`src/rtl/phy_rx_s2p.sv`:
```
// phy_rx_s2p: USB 1.1 receive serial-to-parallel converter.
//
// Takes decoded, unstuffed bits from the NRZI decoder on one-cycle strobes.
// It finds SYNC, builds bytes LSB first and detects SE0 end-of-packet.
// Completed bytes go to the link layer with start/end-of-packet markers.
//
// Ports
//   clk           48 MHz clock
//   rst_n         asynchronous active-low reset
//   rx_dat        decoded bit, qualified by rx_dat_en
//   rx_dat_en     one-cycle bit strobe (at most one per 4 clocks)
//   rx_bit_skip   current bit is a stuffed bit, discard it
//   rx_se0        line was SE0 for this bit time
//   rx_stuff_err  seven consecutive ones were decoded
//   rx_data       received byte, held between rx_valid pulses
//   rx_valid      one-cycle pulse: rx_data/rx_sop/rx_eop are valid
//   rx_sop        first byte of packet (only with rx_valid)
//   rx_eop        last byte of packet (only with rx_valid)
//   rx_err        one-cycle pulse: packet aborted
//   rx_active     high from SYNC detection until return to IDLE
//
// Output handshake: rx_valid is a one-cycle pulse with no back-pressure.
// The consumer must take rx_data/rx_sop/rx_eop in the cycle rx_valid is high.
// rx_valid and rx_err are never high together.
module phy_rx_s2p (
  input  logic       clk,
  input  logic       rst_n,
  input  logic       rx_dat,
  input  logic       rx_dat_en,
  input  logic       rx_bit_skip,
  input  logic       rx_se0,
  input  logic       rx_stuff_err,
  output logic [7:0] rx_data,
  output logic       rx_valid,
  output logic       rx_sop,
  output logic       rx_eop,
  output logic       rx_err,
  output logic       rx_active
);

  localparam logic [1:0] ST_IDLE  = 2'd0;
  localparam logic [1:0] ST_DATA  = 2'd1;
  localparam logic [1:0] ST_EOP   = 2'd2;
  localparam logic [1:0] ST_ABORT = 2'd3;

  logic [1:0] state_q, state_d;
  logic [2:0] zcnt_q, zcnt_d;
  logic [2:0] bit_cnt_q, bit_cnt_d;
  logic [7:0] shift_q, shift_d;
  logic [7:0] hold_q, hold_d;
  logic       hold_v_q, hold_v_d;
  logic       first_q, first_d;
  logic [7:0] rx_data_q, rx_data_d;
  logic       rx_valid_q, rx_valid_d;
  logic       rx_sop_q, rx_sop_d;
  logic       rx_eop_q, rx_eop_d;
  logic       rx_err_q, rx_err_d;
  logic       rx_active_q, rx_active_d;

  // Byte that results if the current strobe is shifted in.
  logic [7:0] new_byte;
  assign new_byte = {rx_dat, shift_q[7:1]};

  always_comb begin
    state_d     = state_q;
    zcnt_d      = zcnt_q;
    bit_cnt_d   = bit_cnt_q;
    shift_d     = shift_q;
    hold_d      = hold_q;
    hold_v_d    = hold_v_q;
    first_d     = first_q;
    rx_data_d   = rx_data_q;
    rx_valid_d  = 1'b0;
    rx_sop_d    = 1'b0;
    rx_eop_d    = 1'b0;
    rx_err_d    = 1'b0;
    rx_active_d = rx_active_q;

    if (rx_dat_en) begin
      case (state_q)
        ST_IDLE: begin
          if (rx_se0 || rx_stuff_err || rx_bit_skip) begin
            zcnt_d = 3'd0;
          end else if (!rx_dat) begin
            if (zcnt_q != 3'd7) zcnt_d = zcnt_q + 3'd1;
          end else if (zcnt_q >= 3'd5) begin
            // The trailing one of SYNC: bytes start with the next bit.
            state_d     = ST_DATA;
            bit_cnt_d   = 3'd0;
            first_d     = 1'b1;
            hold_v_d    = 1'b0;
            zcnt_d      = 3'd0;
            rx_active_d = 1'b1;
          end else begin
            zcnt_d = 3'd0;
          end
        end

        ST_DATA: begin
          if (rx_se0) begin
            // A clean EOP lands exactly on a byte boundary with a byte held.
            if (bit_cnt_q == 3'd0 && hold_v_q) begin
              rx_valid_d = 1'b1;
              rx_data_d  = hold_q;
              rx_sop_d   = first_q;
              rx_eop_d   = 1'b1;
            end else begin
              rx_err_d = 1'b1;
            end
            hold_v_d = 1'b0;
            state_d  = ST_EOP;
          end else if (rx_stuff_err) begin
            rx_err_d = 1'b1;
            hold_v_d = 1'b0;
            state_d  = ST_ABORT;
          end else if (!rx_bit_skip) begin
            shift_d   = new_byte;
            bit_cnt_d = bit_cnt_q + 3'd1;
            if (bit_cnt_q == 3'd7) begin
              // The previous byte is released only once another byte
              // follows it, so the last byte can still carry rx_eop.
              if (hold_v_q) begin
                rx_valid_d = 1'b1;
                rx_data_d  = hold_q;
                rx_sop_d   = first_q;
                first_d    = 1'b0;
              end
              hold_d   = new_byte;
              hold_v_d = 1'b1;
            end
          end
        end

        ST_ABORT: begin
          if (rx_se0) state_d = ST_EOP;
        end

        ST_EOP: begin
          if (!rx_se0) begin
            state_d     = ST_IDLE;
            hold_v_d    = 1'b0;
            bit_cnt_d   = 3'd0;
            zcnt_d      = 3'd0;
            rx_active_d = 1'b0;
          end
        end

        default: state_d = ST_IDLE;
      endcase
    end
  end

  always_ff @(posedge clk or negedge rst_n) begin
    if (!rst_n) begin
      state_q     <= ST_IDLE;
      zcnt_q      <= 3'd0;
      bit_cnt_q   <= 3'd0;
      shift_q     <= 8'h00;
      hold_q      <= 8'h00;
      hold_v_q    <= 1'b0;
      first_q     <= 1'b0;
      rx_data_q   <= 8'h00;
      rx_valid_q  <= 1'b0;
      rx_sop_q    <= 1'b0;
      rx_eop_q    <= 1'b0;
      rx_err_q    <= 1'b0;
      rx_active_q <= 1'b0;
    end else begin
      state_q     <= state_d;
      zcnt_q      <= zcnt_d;
      bit_cnt_q   <= bit_cnt_d;
      shift_q     <= shift_d;
      hold_q      <= hold_d;
      hold_v_q    <= hold_v_d;
      first_q     <= first_d;
      rx_data_q   <= rx_data_d;
      rx_valid_q  <= rx_valid_d;
      rx_sop_q    <= rx_sop_d;
      rx_eop_q    <= rx_eop_d;
      rx_err_q    <= rx_err_d;
      rx_active_q <= rx_active_d;
    end
  end

  assign rx_data   = rx_data_q;
  assign rx_valid  = rx_valid_q;
  assign rx_sop    = rx_sop_q;
  assign rx_eop    = rx_eop_q;
  assign rx_err    = rx_err_q;
  assign rx_active = rx_active_q;

endmodule

```
`config.mk`:
```
export PLATFORM = sky130hd
export DESIGN_NAME = phy_rx_s2p
export DESIGN_NICKNAME = d
export VERILOG_FILES = /design/src/rtl/phy_rx_s2p.sv
export SDC_FILE = /design/constraint.sdc
export NUM_CORES = 1
export LEC_CHECK = 0
export BUFFER_PORTS_ARGS = -buffer_cell sky130_fd_sc_hd__buf_2
export CAP_MARGIN = 20
export CORE_MARGIN = 2
export CORE_UTILIZATION = 45
export CTS_CLUSTER_SIZE = 25
export DETAILED_ROUTE_END_ITERATION = 10
export PLACE_DENSITY = 0.63
export SYNTH_ARGS = -nofsm -noshare
export SYNTH_HDL_FRONTEND = slang
export SYNTH_SLANG_ARGS = --single-unit
export TNS_END_PERCENT = 20
```
`constraint.sdc`:
```
create_clock -name clk -period 2.5 [get_ports clk]
set_input_delay 0.125 -clock clk [delete_from_list [all_inputs] [get_ports clk]]
set_output_delay 0.125 -clock clk [all_outputs]
set_load 0.01 [all_outputs]
```
==> results.md, run 1 <==
- The fraction of the mapped netlist area in simple logic gates is 10.23%.
- By area the synthesized netlist is led by sky130_fd_sc_hd__dfrtp_1, sky130_fd_sc_hd__mux2_2, sky130_fd_sc_hd__ha_1, sky130_fd_sc_hd__inv_1, sky130_fd_sc_hd__o311ai_4.
- The first global-routing pass estimated 4933 µm of wire.
- The count of buffers inserted at the top-level ports is 19.
- Routed signal wires occupy layers up through met4.
- 20 I/O pins were placed.
- In this run the worst setup path begins at bit_cnt_q[0].
- Yosys printed 0 warnings.
- The initial antenna violation count was 0.
- On the critical path, the stage with the largest delay is an instance of sky130_fd_sc_hd__nor3_4.
- Setup repair after global routing left no endpoint under its margin.
- Clock skew on the completed layout was measured at 2.913 ps.
- The worst path needs 1952 ps of the cycle, external delays included.
- The total detailed-routing wirelength is 2837 µm.
- The wire length on met1 is 1253 µm.
- The H-tree was split into 2 levels.
- The endpoint identified for the worst register-to-register timing path is rx_data[6].
- The met3 wire length is 137 µm.
- The power density of the placed cells is 599.7 nW/µm².
- The multiplexer fraction of the synthesized cell area is 17.76%.
- Yosys mapped the design onto 32 distinct sky130hd cell types.
- The synthesized design contains 0 enable-type register cells.
- The clock transition time at the flip-flop clock pins of the worst setup and hold paths is 70 ps.
- The setup check on the worst reg-to-reg path leaves a slack of 550 ps.
- The area growth from synthesis to final layout is 14.40%.
- The via-per-instance ratio is 5.280.
- The number of maximum-capacitance violations is 0.
- The number of clock buffers added by TritonCTS is 5.
- The relative slew slack is 44.95%.
- Across all layers, the routed design uses 1,056 vias.
- Along the worst hold path, the cell count comes to 2.
- The number of buffers on the longest clock path is 2.
- The maximum clock frequency is 512.3 MHz.
- The average wire length per cell after detail routing is 14.19 µm.
- The path depth of the worst reg2reg path is 6.
- The worst setup path is launched from a flip-flop.
- Routability-driven placement finished with a final weighted congestion of 0.8507.
- The most critical setup path has its endpoint at rx_data[6].
- The commonest cells after synthesis are sky130_fd_sc_hd__dfrtp_1, sky130_fd_sc_hd__mux2_2, sky130_fd_sc_hd__inv_1, sky130_fd_sc_hd__ha_1.
- For this run, asynchronously set or reset flops after synthesis account for 100.0%.
- The worst reg2reg path startpoint is bit_cnt_q[0].
- The path type of the worst min-delay path is primary input to flip-flop.
- The arrival time of data at the critical path endpoint is 2120 ps.
- The sort of element at the end of the critical path is a flip-flop.
- The adder-cell share of the synthesized area is 4.386%.
- The run finished with clean final reports.
- The setup TNS is 0 ps.
- The most area-hungry cell type in the Yosys netlist is sky130_fd_sc_hd__dfrtp_1.
- The placed instance area is 1836 µm².
- In the global route stage, overall resource usage came out at 15.37%.
- The clock root buffer master is sky130_fd_sc_hd__clkbuf_8.
- The initial utilization of the core area, before any placement, comes to 46.75%.
- The dominant combinational cell family by area after synthesis is multiplexers.
- The portion of the clock cycle consumed by the worst path in the final layout is 78.08%.
- The critical path is of the flip-flop to flip-flop type.
- The most frequently used cell type in the post-synthesis netlist is sky130_fd_sc_hd__dfrtp_1.
- The DRC violation count after routing is 0.
- The static leakage is 1.024 nW.
- The area of the multi-input gates is 699.4 µm².
- On the worst path, the slowest cell contributes a delay of 390 ps.
- In this design, the largest share of critical-path delay is due to simple AND/OR/NAND/NOR gates.
- The worst vdd rail ir drop is 0.0003483 V.
- The detailed router finished its first iteration with 58 violations.
- The repair_antennas step left the layout with diodes totalling 0.
- Global routing finished with a remaining overflow of 0.
- The total power draw is 1.174 mW.
- Traced cell by cell, the critical path runs through ha_1 -> ha_1 -> nand2b_1 -> o22a_2 -> nor3_4 -> mux2_2.
- The total nets after synthesis is 142.
- The post-synthesis share of cell area spent on xor and xnor gates is 0%.
- The via count of the first global-routing pass is 1,069.
- Along the worst path, the maximum fanout reaches 10.
- Setup violations remaining at the end of the flow were counted as 0.
- Final hold analysis gives a worst-case slack of 137.9 ps.
- Clock tree synthesis found a total of 38 sinks.
- The instance count of the mapped netlist is 129.
- The compound-cell area share of the yosys netlist is 8.480%.
- The first detailed-routing pass ran for 4 iterations.
- The die outline area is 4313 µm².
- The layout has 321 filler cells.
- The number of cells upsized or downsized after cts is 0.
- The cell area after technology mapping is 1712 µm².
- TritonCTS built the clock tree.
- The number of endpoints with negative hold slack in the final report is 0.
- Of the post-synthesis cell area, the dominant cell type holds 55.56%.
- The proportion of synthesized chip area in sequential cells is 55.56%.
- The core outline area is 3661 µm².
- Row generation in the floorplan step produced 22 rows.
- The insertion delay to the later sink of the worst-skew pair is 280 ps.
- The post-route netlist has 40.13% of its cells at a drive strength greater than 1.
- Detailed routing placed a total of 1403 µm of wire on met2.
- The horizontal extent of the die is 65.68 µm.
- The most numerous cell type found on the critical path is sky130_fd_sc_hd__ha_1.
- The post-synthesis area per instance is 13.27 µm².
- Among all flip-flop cells after synthesis, the most frequent one is sky130_fd_sc_hd__dfrtp_1.
- The number of buffers and inverters on the critical path is 0.
- For the worst setup path, the data required time is 2670 ps.
- The height of the die is 65.68 µm.
- Once layout is done, the placed cells without fillers occupy 1958 µm².
- At the pin with the least slew margin, the transition time is 825.7 ps.
- Entering global routing, the biggest net connects 39 pins.
- The max-slew violation total from the final report is 0.
- The critical path crosses 6 cells after its start point.
- Summing all flip-flop and latch instances after layout gives 950.9 µm².
- For this run, the post-layout net count is 165.
- The detail route stage leaves a number of antenna-violating nets equal to 0.
- Detailed placement ended at an HPWL of 2094 µm.
- Synthesis inferred 38 register bits.
sequential cells by signal, indices dropped and copies added, names as in the netlist:
register,count
rx_err,1
rx_sop,1
rx_eop,1
hold_v_q,1
rx_valid,1
state_q,2
rx_data,8
bit_cnt_q,3
zcnt_q,3
hold_q,8
shift_q,7
first_q,1
rx_active,1
kinds of logic (layout without fill, tap and decap cells):
family / count (synthesis) / in the layout
and+or+nand+nor: 28 / 28
muxes: 27 / 27
adders and majority gates: 6 / 6
buffers and inverters: 12 / 35
DFF: 38 / 38
AOI/OAI and AO/OA: 18 / 18
timing repair:
| action | 4_1_cts | 5_1_grt |
|---|---|---|
| hold buffers | 1 | 0 |
| hold endpoints to repair | 38 | 0 |
| setup buffers | 0 | 0 |
worst min path at each step:
stage                              end  slack [ps]  startpoint
after floorplan           bit_cnt_q[0]        -170       rst_n
after global placement          rx_err         270       rst_n
after detailed placement        rx_err         270       rst_n
after CTS                    hold_q[7]         130      rx_dat
after global routing         hold_q[7]         150      rx_dat
final                        hold_q[7]         140      rx_dat
where the power goes:
group	total [mW]	switching, mW	internal [mW]
logic	0.0442	0.0294	0.0148
registers	0.618	0.00125	0.617
clock network	0.512	0.193	0.319
total	1.17	0.224	0.950
stage by stage:
step           setup slack, ps  std cells  util [%]
2_1_floorplan            816.8        129         -
3_3_place_gp             585.4        192     50.14
3_5_place_dp             515.0        192     50.14
4_1_cts                  506.7        200     53.49
5_1_grt                  385.2        200     53.49
6_report                 548.0        200     53.49
cells in the final DEF, fill, tap and decap left out, types with 2 or more instances in the layout:
master,instances
sky130_fd_sc_hd__inv_1,8
sky130_fd_sc_hd__a21oi_1,3
sky130_fd_sc_hd__mux2_2,27
sky130_fd_sc_hd__o21ai_0,4
sky130_fd_sc_hd__nor2_1,5
sky130_fd_sc_hd__nand2b_1,2
sky130_fd_sc_hd__clkbuf_8,6
sky130_fd_sc_hd__buf_2,19
sky130_fd_sc_hd__a21o_1,3
sky130_fd_sc_hd__ha_1,6
sky130_fd_sc_hd__a22o_1,2
sky130_fd_sc_hd__or3_1,2
sky130_fd_sc_hd__nor3_1,4
sky130_fd_sc_hd__dfrtp_1,38
sky130_fd_sc_hd__nand2_1,5
layer usage:
metal  up-vias  track usage (%)
met5         -                0
met4         0            7.552
met3         5            3.767
met2        30            25.13
met1       520            18.94
li1        501                -
layout make-up:
cell class / count / share of cell area [%]
well taps: 48 / 3.067
repair buffers: 20 / 5.367
multi-input cells: 79 / 35.72
inverters: 8 / 1.534
clock inverters: 1 / 1.534
flip-flops and latches: 38 / 48.56
clock buffers: 6 / 4.217
(Power assumes the default switching activity.)
==> inputs of run 2 (changes only) <==
--- a/config.mk
+++ b/config.mk
@@ -5,13 +5,14 @@
 export SDC_FILE = /design/constraint.sdc
 export NUM_CORES = 1
 export LEC_CHECK = 0
+export ABC_AREA = 1
 export BUFFER_PORTS_ARGS = -buffer_cell sky130_fd_sc_hd__buf_2
 export CAP_MARGIN = 20
 export CORE_MARGIN = 2
 export CORE_UTILIZATION = 45
 export CTS_CLUSTER_SIZE = 25
 export DETAILED_ROUTE_END_ITERATION = 10
-export PLACE_DENSITY = 0.63
+export PLACE_DENSITY = 0.65
 export SYNTH_ARGS = -nofsm -noshare
 export SYNTH_HDL_FRONTEND = slang
 export SYNTH_SLANG_ARGS = --single-unit
==> constraint.sdc (replaced) <==
create_clock -name clk -period 1.58 [get_ports clk]
set_input_delay 0.079 -clock clk [delete_from_list [all_inputs] [get_ports clk]]
set_output_delay 0.079 -clock clk [all_outputs]
set_load 0.01 [all_outputs]
==> results.md, run 2 <==
- Outcome: completed (unchanged).
- The height of the die is 67.30 µm (was 65.68 µm).
- The most frequent standard cell in the layout excluding fill and tap cells is sky130_fd_sc_hd__nand2_1 (was sky130_fd_sc_hd__dfrtp_1).
- The count of buffers inserted at the top-level ports is 19 (unchanged).
- The number of design-rule violations left by the first detailed-router iteration is 96 (was 58).
- The top-level I/O count is 20 (unchanged).
- The internal power summed over all cells is 1.636 mW (was 0.9504 mW).
- The net count reported at finish is 260 (was 165).
- The remaining antenna violation count after routing is 0 (unchanged).
- The total number of yosys warnings is 0 (unchanged).
- The placement row count is 23 (was 22).
- The share of flip-flops with an asynchronous set or reset was 100.0% (unchanged).
- The total nets after synthesis is 221 (was 142).
- The library cell appearing most often on the critical path is sky130_fd_sc_hd__nand2_1 (was sky130_fd_sc_hd__ha_1).
- The post-synthesis area per instance is 8.668 µm² (was 13.27 µm²).
- Commonest cells in the synthesized netlist: sky130_fd_sc_hd__nand2_1, sky130_fd_sc_hd__dfrtp_1, sky130_fd_sc_hd__inv_1, sky130_fd_sc_hd__nand3_1, sky130_fd_sc_hd__nor2_1 (was sky130_fd_sc_hd__dfrtp_1, sky130_fd_sc_hd__mux2_2, sky130_fd_sc_hd__inv_1, sky130_fd_sc_hd__ha_1).
- The area growth from synthesis to final layout is 23.11% (was 14.40%).
- The horizontal extent of the die is 67.30 µm (was 65.68 µm).
- The average wire length per cell after detail routing is 11.73 µm (was 14.19 µm).
- The final design area excluding fillers is 2220 µm² (was 1958 µm²).
- The power dissipated by switching net loads is 0.4253 mW (was 0.2240 mW).
- The core outline area is 3914 µm² (was 3661 µm²).
- The path type of the worst min-delay path was primary input to flip-flop (unchanged).
- The most frequently used cell type in the post-synthesis netlist is sky130_fd_sc_hd__nand2_1 (was sky130_fd_sc_hd__dfrtp_1).
- The reg-to-reg setup timing slack was 80 ps (was 550 ps).
- The most used flip-flop cell after synthesis is sky130_fd_sc_hd__dfrtp_1 (unchanged).
- The clock root buffer master was sky130_fd_sc_hd__clkbuf_8 (unchanged).
- The CTS buffer count is 5 (unchanged).
- The number of synthesized register bits was 38 (unchanged).
- The largest fanout on the critical path is 9 (was 10).
- The proportion of synthesized chip area in sequential cells is 52.74% (was 55.56%).
- Highest-count cells in the layout ignoring fill and taps: sky130_fd_sc_hd__nand2_1, sky130_fd_sc_hd__dfrtp_1, sky130_fd_sc_hd__inv_1 (was sky130_fd_sc_hd__dfrtp_1, sky130_fd_sc_hd__mux2_2, sky130_fd_sc_hd__buf_2).
- The number of enable-type register cells in the synthesized netlist is 0 (unchanged).
- The max-slew violation total from the final report is 0 (unchanged).
- The placed instance area is 2052 µm² (was 1836 µm²).
- The switching power share of the total is 20.63% (was 19.07%).
- The number of endpoints with negative hold slack in the final report is 0 (unchanged).
- The clock transition time at the flip-flop clock pins of the worst setup and hold paths is 80 ps (was 70 ps).
- The half-perimeter wire length after detailed placement is 2569 µm (was 2094 µm).
- The initial antenna violation count is 0 (unchanged).
- The number of buffers on the longest clock path is 2 (unchanged).
- The critical setup path kind is flip-flop to flip-flop (unchanged).
- Ordered cell list for the critical path: ha_1 -> nor2_1 -> nand2_1 -> nand3_1 -> nand2_1 -> buf_4 -> nand4_1 -> nand2_1 (was ha_1 -> ha_1 -> nand2b_1 -> o22a_2 -> nor3_4 -> mux2_2).
- The buffers plus inverters on the worst setup path came to 1 (was 0).
- The startpoint kind of the worst setup timing path is a flip-flop (unchanged).
- The overall routing resource usage is 18.11% (was 15.37%).
- The maximum clock skew at final layout was 5.937 ps (was 2.913 ps).
- The placed instance count was 289 (was 192).
- The logic depth of the worst setup path including buffers is 8 (was 6).
- The final weighted congestion in routability-driven placement is 0.8946 (was 0.8507).
- The number of optimization iterations in the first detailed-route pass came to 4 (unchanged).
- The buffer count from post-CTS setup fixing was 0 (unchanged).
- The worst endpoint required time is 1770 ps (was 2670 ps).
- The fraction of final layout cells sized beyond drive strength 1 came to 25.00% (was 40.13%).
- The cell area after technology mapping is 1803 µm² (was 1712 µm²).
- The maximum number of pins on one net before global-route repair is 23 (was 39).
- The DRC violation count after routing is 0 (unchanged).
- The capture instance of the worst register-to-register path is bit_cnt_q[1] (was rx_data[6]).
- The maximum clock frequency is 668.3 MHz (was 512.3 MHz).
- The instance count of the mapped netlist is 208 (was 129).
- The logic gate share of total power is 4.4% (was 3.8%).
- The most area-hungry cell type in the Yosys netlist is sky130_fd_sc_hd__dfrtp_1 (unchanged).
- The kind of cell adding the most delay to the critical path is simple AND/OR/NAND/NOR gates (unchanged).
- The total detailed-routing wirelength is 3497 µm (was 2837 µm).
- The worst reg2reg path startpoint is zcnt_q[0] (was bit_cnt_q[0]).
- The via count was 1,444 (was 1,056).
- The cell at the slowest stage of the critical path is sky130_fd_sc_hd__dfrtp_1 (was sky130_fd_sc_hd__nor3_4).
- The wire length of the first global-routing pass is 6078 µm (was 4933 µm).
- The die outline area is 4529 µm² (was 4313 µm²).
- The path depth of the worst reg2reg path was 8 (was 6).
- The shortest period the worst path allows is 1496 ps (was 1952 ps).
- The worst vdd rail ir drop came to 0.0004498 V (was 0.0003483 V).
- The clock net sink count was 38 (unchanged).
- The portion of the clock cycle consumed by the worst path in the final layout is 94.70% (was 78.08%).
- The actual slew at the worst max-slew pin is 509.2 ps (was 825.7 ps).
- The static leakage was 1.236 nW (was 1.024 nW).
- The number of library cell types mapped by synthesis was 21 (was 32).
- The antenna diode count is 0 (unchanged).
- The share of total power in sequential cells is 47.4% (was 52.6%).
- The power share of the clock group is 48.2% (was 43.6%).
- The final cell count without fillers is 298 (was 200).
- The arrival time of data at the critical path endpoint came to 1690 ps (was 2120 ps).
- The power density of the placed cells is 928.9 nW/µm² (was 599.7 nW/µm²).
- The insertion delay to the later sink of the worst-skew pair is 300 ps (was 280 ps).
- The number of fill cells in the layout is 381 (was 321).
- The CTS tree is built (unchanged).
- Cell types with the largest area share after synthesis: sky130_fd_sc_hd__dfrtp_1, sky130_fd_sc_hd__nand2_1, sky130_fd_sc_hd__nand3_1, sky130_fd_sc_hd__inv_1, sky130_fd_sc_hd__ha_1 (was sky130_fd_sc_hd__dfrtp_1, sky130_fd_sc_hd__mux2_2, sky130_fd_sc_hd__ha_1, sky130_fd_sc_hd__inv_1, sky130_fd_sc_hd__o311ai_4).
- The number of maximum-capacitance violations is 0 (unchanged).
- The maximum single-stage delay on the critical path is 400 ps (was 390 ps).
- The global route total overflow came to 0 (unchanged).
- The last element of the critical path is bit_cnt_q[1] (was rx_data[6]).
- The via count of the first global-routing pass is 1,397 (was 1,069).
- The fraction of post-synthesis cell area in the top cell type by area is 52.74% (was 55.56%).
- The relative slew slack is 66.05% (was 44.95%).
- The level count of the clock H-tree was 2 (unchanged).
- The sort of element at the end of the critical path is a flip-flop (unchanged).
- The via-per-instance ratio came to 4.846 (was 5.280).
- The critical path startpoint was zcnt_q[0] (was bit_cnt_q[0]).
- The initial standard-cell utilization of the core is 46.07% (was 46.75%).
- The worst hold-check slack is 56.40 ps (was 137.9 ps).
- The count of endpoints failing setup in the final report is 0 (unchanged).
- Unrepaired setup endpoints after global routing: yes (was no).
==> run 2: layout make-up <==
cell class                 instances  area, µm²  share of cell area, %
clock buffer                       5      68.82                  3.100
multi-input combinational        143      757.0                  34.10
clock inverter                     3      68.82                  3.100
inverter                          23      86.33                  3.890
timing repair buffer              36      225.2                  10.15
sequential                        38      950.9                  42.84
tap                               50      62.56                  2.818
==> run 2: worst min-delay path by stage <==
stage,start,end,cells past startpoint
after CTS,rx_se0,rx_err,2
final,rx_se0,rx_err,2
after floorplan,rst_n,bit_cnt_q[0],0
after detailed placement,rst_n,state_q[1],1
after global routing,rx_se0,rx_err,2
after global placement,rst_n,rx_active,1
==> run 2: power by group through the flow <==
stage / Sequential, mW / Clock, mW / Combinational [mW]
2_1_floorplan: 0.997 / 0 / 0.0328
3_3_place_gp: 0.996 / 0 / 0.0874
3_5_place_dp: 0.996 / 0 / 0.0881
4_1_cts: 0.977 / 1.01 / 0.0903
5_1_grt: 0.978 / 1.05 / 0.103
6_report: 0.977 / 0.994 / 0.0902
==> run 2: worst reg2reg max path, delay by kind of cell, from the launching register on <==
kind | cells | cell delay (ps)
adder cells (fa/ha/maj) | 1 | 200
buffers and inverters | 1 | 220
AND/OR/NAND/NOR | 6 | 580
flip-flops | 1 | 400
==> run 2: metal layers <==
metal  routed length [µm]  global-route usage, %  up-vias
met5                    0                      0        -
met4                  102                  9.694        0
met3                  145                  4.167       10
met2                 1540                  27.60       26
met1                 1708                  23.93      661
li1                     -                      -      747
==> run 2: repair_timing <==
| action | 4_1_cts | 5_1_grt |
|---|---|---|
| hold buffers | 1 | 0 |
| endpoints found under the hold margin | 20 | 0 |
| resized for setup | 1 | 5 |
| pin swaps | 0 | 1 |
| setup endpoints to repair | 2 | 13 |
==> run 2: stage by stage <==
stage | util (%) | power [mW] | setup TNS, ps | setup slack, ps
finish | 56.71 | 2.062 | 0 | 83.75
global route | 56.71 | 2.130 | -10.54 | -7.138
CTS | 56.33 | 2.082 | 0 | 26.52
detailed placement | 52.43 | 1.085 | 0 | 18.50
global placement | 52.43 | 1.084 | 0 | 82.26
floorplan | - | 1.030 | 0 | 158.5
==> run 2: logic make-up (layout without fill, tap and decap cells) <==
family / Yosys count / after routing / synth area share, %
DFF: 38 / 38 / 52.74
adders and majority gates: 6 / 6 / 4.164
AOI/OAI and AO/OA: 22 / 22 / 8.259
buffers and inverters: 27 / 67 / 6.384
and+or+nand+nor: 115 / 115 / 28.45
